## config.mk

```make
export PLATFORM = sky130hd
export DESIGN_NAME = dm_access_ctrl
export DESIGN_NICKNAME = d
export VERILOG_FILES = /design/src/rtl/dm_access_ctrl.sv
export SDC_FILE = /design/constraint.sdc
export NUM_CORES = 1
export LEC_CHECK = 0
export ABC_AREA = 1
export CAP_MARGIN = 20
export CORE_ASPECT_RATIO = 1.5
export CORE_MARGIN = 5
export CORE_UTILIZATION = 28
export DETAILED_ROUTE_END_ITERATION = 8
export GPL_TIMING_DRIVEN = 0
export PLACE_DENSITY = 0.51
export SYNTH_ARGS = -nofsm -noshare
export SYNTH_HDL_FRONTEND = slang
export SYNTH_SLANG_ARGS = --single-unit
```

## constraint.sdc

```tcl
create_clock -name clk -period 3.9 [get_ports clk]
set_input_delay 0.78 -clock clk [delete_from_list [all_inputs] [get_ports clk]]
set_output_delay 0.78 -clock clk [all_outputs]
set_load 0.02 [all_outputs]
```

## src/rtl/dm_access_ctrl.sv

```systemverilog
// Load/store sequencer between the datapath and a word-only data memory.
// Optional macro DM_MISALIGN_EXC_EN: misaligned accesses end with err instead of being aligned.
module dm_access_ctrl #(
  parameter int unsigned ADDR_W = 7
) (
  input  logic              clk,
  input  logic              rstn,
  input  logic              req,
  input  logic [2:0]        op,
  input  logic [31:0]       addr,
  input  logic [31:0]       wdata,
  output logic [31:0]       rdata,
  output logic              busy,
  output logic              done,
  output logic              err,
  output logic              dm_we,
  output logic [ADDR_W-1:0] dm_addr,
  output logic [31:0]       dm_din,
  input  logic [31:0]       dm_dout
);

  localparam int unsigned BaW = ADDR_W + 2;

  localparam logic [2:0] OpLw  = 3'd0;
  localparam logic [2:0] OpLh  = 3'd1;
  localparam logic [2:0] OpLhu = 3'd2;
  localparam logic [2:0] OpLb  = 3'd3;
  localparam logic [2:0] OpLbu = 3'd4;
  localparam logic [2:0] OpSw  = 3'd5;
  localparam logic [2:0] OpSh  = 3'd6;
  localparam logic [2:0] OpSb  = 3'd7;

  typedef enum logic [1:0] {StIdle, StAccess, StWrite, StDone} state_t;

  state_t           state_q, state_d;
  logic [2:0]       op_q;
  logic [BaW-1:0]   addr_q;
  logic [31:0]      wdata_q, buf_q, rdata_q;
  logic             accept, load_en, buf_en;
  logic             word_op, half_op, misalign;
  logic [BaW-1:0]   addr_in;
  logic [31:0]      load_val, merged;
  logic [7:0]       lane_b;
  logic [15:0]      lane_h;
  logic             unused_addr_hi;

  assign unused_addr_hi = ^addr[31:BaW];

  always_comb begin
    word_op  = (op == OpLw) || (op == OpSw);
    half_op  = (op == OpLh) || (op == OpLhu) || (op == OpSh);
    misalign = (word_op && (addr[1:0] != 2'b00)) || (half_op && addr[0]);
    addr_in  = addr[BaW-1:0];
`ifndef DM_MISALIGN_EXC_EN
    // Without the exception, drop the offending low bits and carry on.
    if (word_op) begin
      addr_in[1:0] = 2'b00;
    end else if (half_op) begin
      addr_in[0] = 1'b0;
    end
`endif
  end

  always_comb begin
    state_d = state_q;
    accept  = 1'b0;
    load_en = 1'b0;
    buf_en  = 1'b0;
    unique case (state_q)
      StIdle: begin
        if (req) begin
          accept  = 1'b1;
          state_d = StAccess;
`ifdef DM_MISALIGN_EXC_EN
          if (misalign) state_d = StDone;
`endif
        end
      end
      StAccess: begin
        if ((op_q == OpSh) || (op_q == OpSb)) begin
          buf_en  = 1'b1;
          state_d = StWrite;
        end else begin
          load_en = (op_q != OpSw);
          state_d = StDone;
        end
      end
      StWrite: state_d = StDone;
      StDone:  state_d = StIdle;
      default: state_d = StIdle;
    endcase
  end

  // Lane extraction for loads and lane replacement for sub-word stores.
  always_comb begin
    lane_b = dm_dout[{addr_q[1:0], 3'b000} +: 8];
    lane_h = addr_q[1] ? dm_dout[31:16] : dm_dout[15:0];
    case (op_q)
      OpLh:    load_val = {{16{lane_h[15]}}, lane_h};
      OpLhu:   load_val = {16'h0000, lane_h};
      OpLb:    load_val = {{24{lane_b[7]}}, lane_b};
      OpLbu:   load_val = {24'h000000, lane_b};
      default: load_val = dm_dout;
    endcase
    merged = buf_q;
    if (op_q == OpSb) begin
      merged[{addr_q[1:0], 3'b000} +: 8] = wdata_q[7:0];
    end else if (addr_q[1]) begin
      merged[31:16] = wdata_q[15:0];
    end else begin
      merged[15:0] = wdata_q[15:0];
    end
  end

  always_comb begin
    busy    = (state_q != StIdle);
    done    = (state_q == StDone);
    dm_addr = addr_q[BaW-1:2];
    dm_we   = 1'b0;
    dm_din  = 32'h0;
    if ((state_q == StAccess) && (op_q == OpSw)) begin
      dm_we  = 1'b1;
      dm_din = wdata_q;
    end else if (state_q == StWrite) begin
      dm_we  = 1'b1;
      dm_din = merged;
    end
  end

  assign rdata = rdata_q;

  always_ff @(posedge clk or negedge rstn) begin
    if (!rstn) begin
      state_q <= StIdle;
      op_q    <= 3'd0;
      addr_q  <= '0;
      wdata_q <= 32'h0;
      buf_q   <= 32'h0;
      rdata_q <= 32'h0;
    end else begin
      state_q <= state_d;
      if (accept) begin
        op_q    <= op;
        addr_q  <= addr_in;
        wdata_q <= wdata;
      end
      if (buf_en)  buf_q   <= dm_dout;
      if (load_en) rdata_q <= load_val;
    end
  end

`ifdef DM_MISALIGN_EXC_EN
  logic err_q;

  always_ff @(posedge clk or negedge rstn) begin
    if (!rstn) begin
      err_q <= 1'b0;
    end else if (accept) begin
      err_q <= misalign;
    end
  end

  assign err = done && err_q;
`else
  assign err = 1'b0;
`endif

endmodule

```

==> impl_metrics.json <==
{
  "areaGrowthSynthToFinish_pct": 34.99,
  "die_width_um": 134.9,
  "ys_seq_area_frac": 0.4199,
  "ant_nets": 0,
  "grt_pass1_vias": 6643,
  "ir_drop_mv": 0.2739,
  "syn_area_per_cell_um2": 7.156,
  "startpoint_type": "flip-flop",
  "yosysWarnings": 0,
  "seqPwrFrac": 0.282,
  "layout.nets": 1193,
  "synth_area_leaders": "dfrtp_1, nand2_1, o21ai_0, nor2_1, nand3_1",
  "rows": 68,
  "cts_tree": "yes",
  "multiInputGateArea_um2": 3212,
  "drtIter0Drc": 524,
  "drt_pass1_iterations": 5,
  "fill_cells": 2474,
  "fin_hold_ws_ps": 322.7,
  "synth_top_area_frac": 0.4199,
  "syn_nets": 1028,
  "setup_tns_ps": 0,
  "root_buffer": "clkbuf_16",
  "period_minus_slack_ps": 3770,
  "clock_path_buffers": 2,
  "htree_num_levels": 3,
  "clock-sinks": 110,
  "syn_area_um2": 6555,
  "netSwitchingPower_w": 0.003650,
  "skew_ps": 10.22,
  "synth.distinct_cells": 32,
  "finalWirelength_mm": 24.97,
  "end_kind": "primary output",
  "diodes": 0,
  "tightest_slew_ps": 646.3,
  "path_max_fanout": 10,
  "drv_cap": 0,
  "outcome": "finished clean",
  "slew_headroom": 0.5691,
  "antenna_found_initial": 0,
  "fin_crit_sh": 0.9666,
  "die_h_um": 197.4,
  "postLayoutSetupSlackWorst_ps": 130.1,
  "p_sw_frac": 0.4730,
  "start_util": 0.2843,
  "port_buffers": 152,
  "syn_inst": 916,
  "wl_per_cell_um": 17.83,
  "synth_common_cells": "nand2_1, nor2_1, o21ai_0",
  "async_reset_ff_frac": 1.000,
  "drc_errors": 0,
  "clock_latency_ps": 360,
  "ys_ff_latch": 110,
  "vias": 6579,
  "timing.fmax_mhz": 265.3,
  "arrival_ps": 2990,
  "io_pins": 177,
  "drv_slew": 0,
  "grt_usage": 0.1863,
  "criticalPathCategory": "reg2out",
  "die_area_um2": 26630,
  "p_int_w": 0.004066,
  "synth_most_common_cell": "nand2_1",
  "dp_hpwl_mm": 19.66,
  "hold_viol": 0,
  "core-area_um2": 23060,
  "combPwrFrac": 0.586,
  "cts.clk_slew.worst_paths_ps": 70,
  "ys.flop_type": "dfrtp_1",
  "power_per_cell_area_nw_per_um2": 871.9,
  "min_path_type": "in2async",
  "grt_pass1_wl_mm": 38.24,
  "synth_edf_count": 0,
  "regArea_um2": 2754,
  "grt_setup_unrepaired": "false",
  "finalSetupViolations": 0,
  "grt_max_degree": 73,
  "cts_made_buffers": 9,
  "power_frac_clock": 0.132,
  "drive_above_1_share": 0.08203,
  "synth_largest_area_cell": "dfrtp_1",
  "cts_hold_buf": 0,
  "via_per_inst": 4.699,
  "cp.required_ps": 3120,
  "grt.overflow.total": 0,
  "gp_congestion": 0.9147,
  "dpl_worst_slack_ps": 20.80,
  "power.leakage_nw": 4.083,
  "reg2reg_depth": 7
}
## logic make-up (layout without fill, tap and decap cells)
group           after synthesis  in the layout  share of synthesized area
flops                       110            110                     0.4199
fa+ha+maj                    10             10                    0.01909
mux                           9              9                    0.01546
buf+inv                     128            297                    0.09124
simple gates                469            469                     0.2966
compound gates              189            189                     0.1571
other cells                   1              1                  0.0005721
## final timing paths
| kind | startpoint | slack, ps | endpoint |
|---|---|---|---|
| min | rstn | 320 | wdata_q[18] |
| max reg2reg | state_q[0] | 1840 | wdata_q[26] |
| max in group asynchronous | rstn | 2870 | rdata[0] |
| min in group clk | addr_q[3] | 480 | addr_q[3] |
| min reg2reg | addr_q[3] | 480 | addr_q[3] |
| max | state_q[1] | 130 | dm_din[15] |
## registers in the layout, indices dropped and copies added, names as in the netlist
signal	count
buf_q	32
rdata	32
wdata_q	32
addr_q	9
op_q	3
state_q	2
## worst max-delay path: stages (launching register included)
cell and delay (ps):
dfrtp_1 400, inv_1 150, ha_2 290, nand2_1 90, nor2_2 260, inv_1 150, clkbuf_1 270, o22ai_1 330
clkdlybuf4s50_1 680
## layout by cell type (no fill, tap or decap), types with 2 or more instances in the layout
cell type / n
dlymetal6s2s_1: 3
o21ai_1: 8
inv_1: 60
nand3_1: 79
mux2_2: 9
buf_6: 5
o21bai_1: 16
nor2_2: 3
clkinvlp_4: 2
o21ai_0: 110
clkinv_2: 2
dfrtp_1: 109
nor2_1: 114
o31ai_1: 7
buf_4: 12
inv_2: 4
clkbuf_16: 9
nand2_4: 5
ha_1: 9
or2_2: 2
a21oi_1: 40
nand3_2: 2
bufinv_16: 2
clkdlybuf4s50_1: 148
buf_8: 2
inv_6: 2
nand2_2: 3
nand4_1: 8
o22ai_1: 2
buf_2: 19
buf_1: 2
nand2_1: 253
clkbuf_1: 21
o211ai_1: 5
## routing by layer
layer	vias up	share of wire	GRT usage
li1	3292	-	-
met5	-	0	0
met3	38	0.046	0.03007
met4	0	0.032	0.07210
met1	3048	0.40	0.2134
met2	201	0.53	0.3440
## through the flow
step	total power [W]	instance area (um2)	utilization	instances
final	0.007715	8848	0.3838	1400
after global routing	0.008331	8848	0.3838	1400
after CTS	0.007769	8830	0.3830	1400
after detailed placement	0.006685	8499	0.3686	1384
after global placement	0.006647	8471	0.3674	1383
after floorplan	0.004858	6555	-	916
## repair_timing
| action | CTS | global route |
|---|---|---|
| resized for setup | 6 | 9 |
| setup endpoints to repair | 32 | 20 |
| buffers inserted | 2 | 0 |
| cloned | 0 | 0 |
## layout make-up
cell class / count / area share
clock inverters: 5 / 0.009333
plain buffers: 59 / 0.03846
multi-input cells: 678 / 0.3630
inverters: 68 / 0.02984
flip-flops and latches: 110 / 0.3112
well taps: 315 / 0.04454
repair buffers: 155 / 0.1777
clock buffers: 10 / 0.02588
## power groups by stage
stage          Combinational, W  Sequential, W  Clock, W
3_5_place_dp            0.00451        0.00218         0
2_1_floorplan           0.00263        0.00222         0
6_report                0.00452        0.00217   0.00102
3_3_place_gp            0.00448        0.00217         0
4_1_cts                 0.00455        0.00216   0.00105
5_1_grt                 0.00500        0.00224   0.00110
Power figures use the tool's default switching activity.
==> RTL edit, RTL diff (same flow settings) <==
Encoding of `state_t`: now Gray code (2 bits for 4 states).
--- a/src/rtl/dm_access_ctrl.sv
+++ b/src/rtl/dm_access_ctrl.sv
@@ -32,3 +32,3 @@
 
-  typedef enum logic [1:0] {StIdle, StAccess, StWrite, StDone} state_t;
+  typedef enum logic [1:0] {StIdle = 2'b00, StAccess = 2'b01, StWrite = 2'b11, StDone = 2'b10} state_t;
 
Function: same outputs for any inputs over 4 cycles, from zero or initial values and one cycle with rstn low; so few cycles prove little.
==> RTL edit against the unedited design <==
Clock skew decreased by 0.0010 ns; global-route usage about the same; core utilization decreased by 0.38 points; sequential cell count is the same; first-iteration DRC count is 13% lower; sequential share of layout area rose by 0.42 points; routed wire length down 1.5%; design area fell by 1.3%; power is 7.2% lower; synthesized area decreased by 1.0%; via count down 0.15%; worst setup slack better by 0.0089 ns; highest routed layer unchanged.
==> RTL edit: results (changes against the unedited design) <==
Power
  • Int Pwr: 3740 µW (was 4070 µW)
  • Clock Power Share: 13.9% (was 13.2%)
  • Peak VDD IR: 0.296 mV (was 0.274 mV)

Placed design
  • Area after DPL: 8390 µm² (was 8500 µm²)
  • Routability cong.: 0.880 (was 0.915)
  • Dpl hpwl: 19200 µm (was 19700 µm)
  • Placed insts: 1326 (was 1384)

Finish
  • Layout cells sized above 1: 10.2% (was 8.20%)
  • Multi-input gate share of the layout cell area: 36.4% (was 36.3%)
  • Non-clock inverters: 58 (was 68)
  • Clock buf count: 9 (was 10)
  • Clock-cell share: 3.51% (was 3.52%)

Worst setup path
  • R2r setup slk: 2.02 ns (was 1.84 ns)
  • Worst r2r src: addr_q[1] (was state_q[0])
  • Worst Path Max Fanout: 19 (was 10)
  • Register-to-Register Path Depth: 8 (was 7)

Route
  • Iteration-0 DRC Markers: 457 (was 524)
  • Routed WL per cell: 18.4 µm (was 17.8 µm)
  • Met3 routed WL: 987 µm (was 1150 µm)
  • Vias post-DR: 6569 (was 6579)
  • Met2 WL: 13100 µm (about the same)

Timing
  • Min Hold Slack: 0.236 ns (was 0.323 ns)

Run status
  • Status: finished clean (unchanged)

Logic synthesis
  • Netlist cell types: 31 (was 32)

GRT
  • First-pass GRT wire length: 37700 µm (was 38200 µm)
-- RTL edit: cell types whose count changed in the layout (fill, tap and decap cells not counted), moves of 7 or more --
cell / before / now
nand2_1: 253 / 240
o21ai_2: 0 / 8
nand3_1: 79 / 68
o21ai_0: 110 / 75
o21ai_1: 8 / 22
inv_2: 4 / 12
o21bai_1: 16 / 9
nand4_1: 8 / 17
a21oi_1: 40 / 56
inv_1: 60 / 44
dlymetal6s2s_1: 3 / 11
clkdlybuf4s50_1: 148 / 137
-- RTL edit: logic make-up after synthesis --
kind of cell	share of synthesized area (%)
AND/OR/NAND/NOR	29.3
AO/OA/AOI/OAI	16.1
buffers and inverters	8.75
flip-flops	42.4
multiplexers	2.43
adder cells (fa/ha/maj)	0.964
other	0.0578
-- RTL edit: layer usage --
metal	GRT usage (%)	vias up
li1	-	3231
met1	22.0	3135
met2	33.9	158
met3	2.71	45
met4	7.28	0
met5	0	-
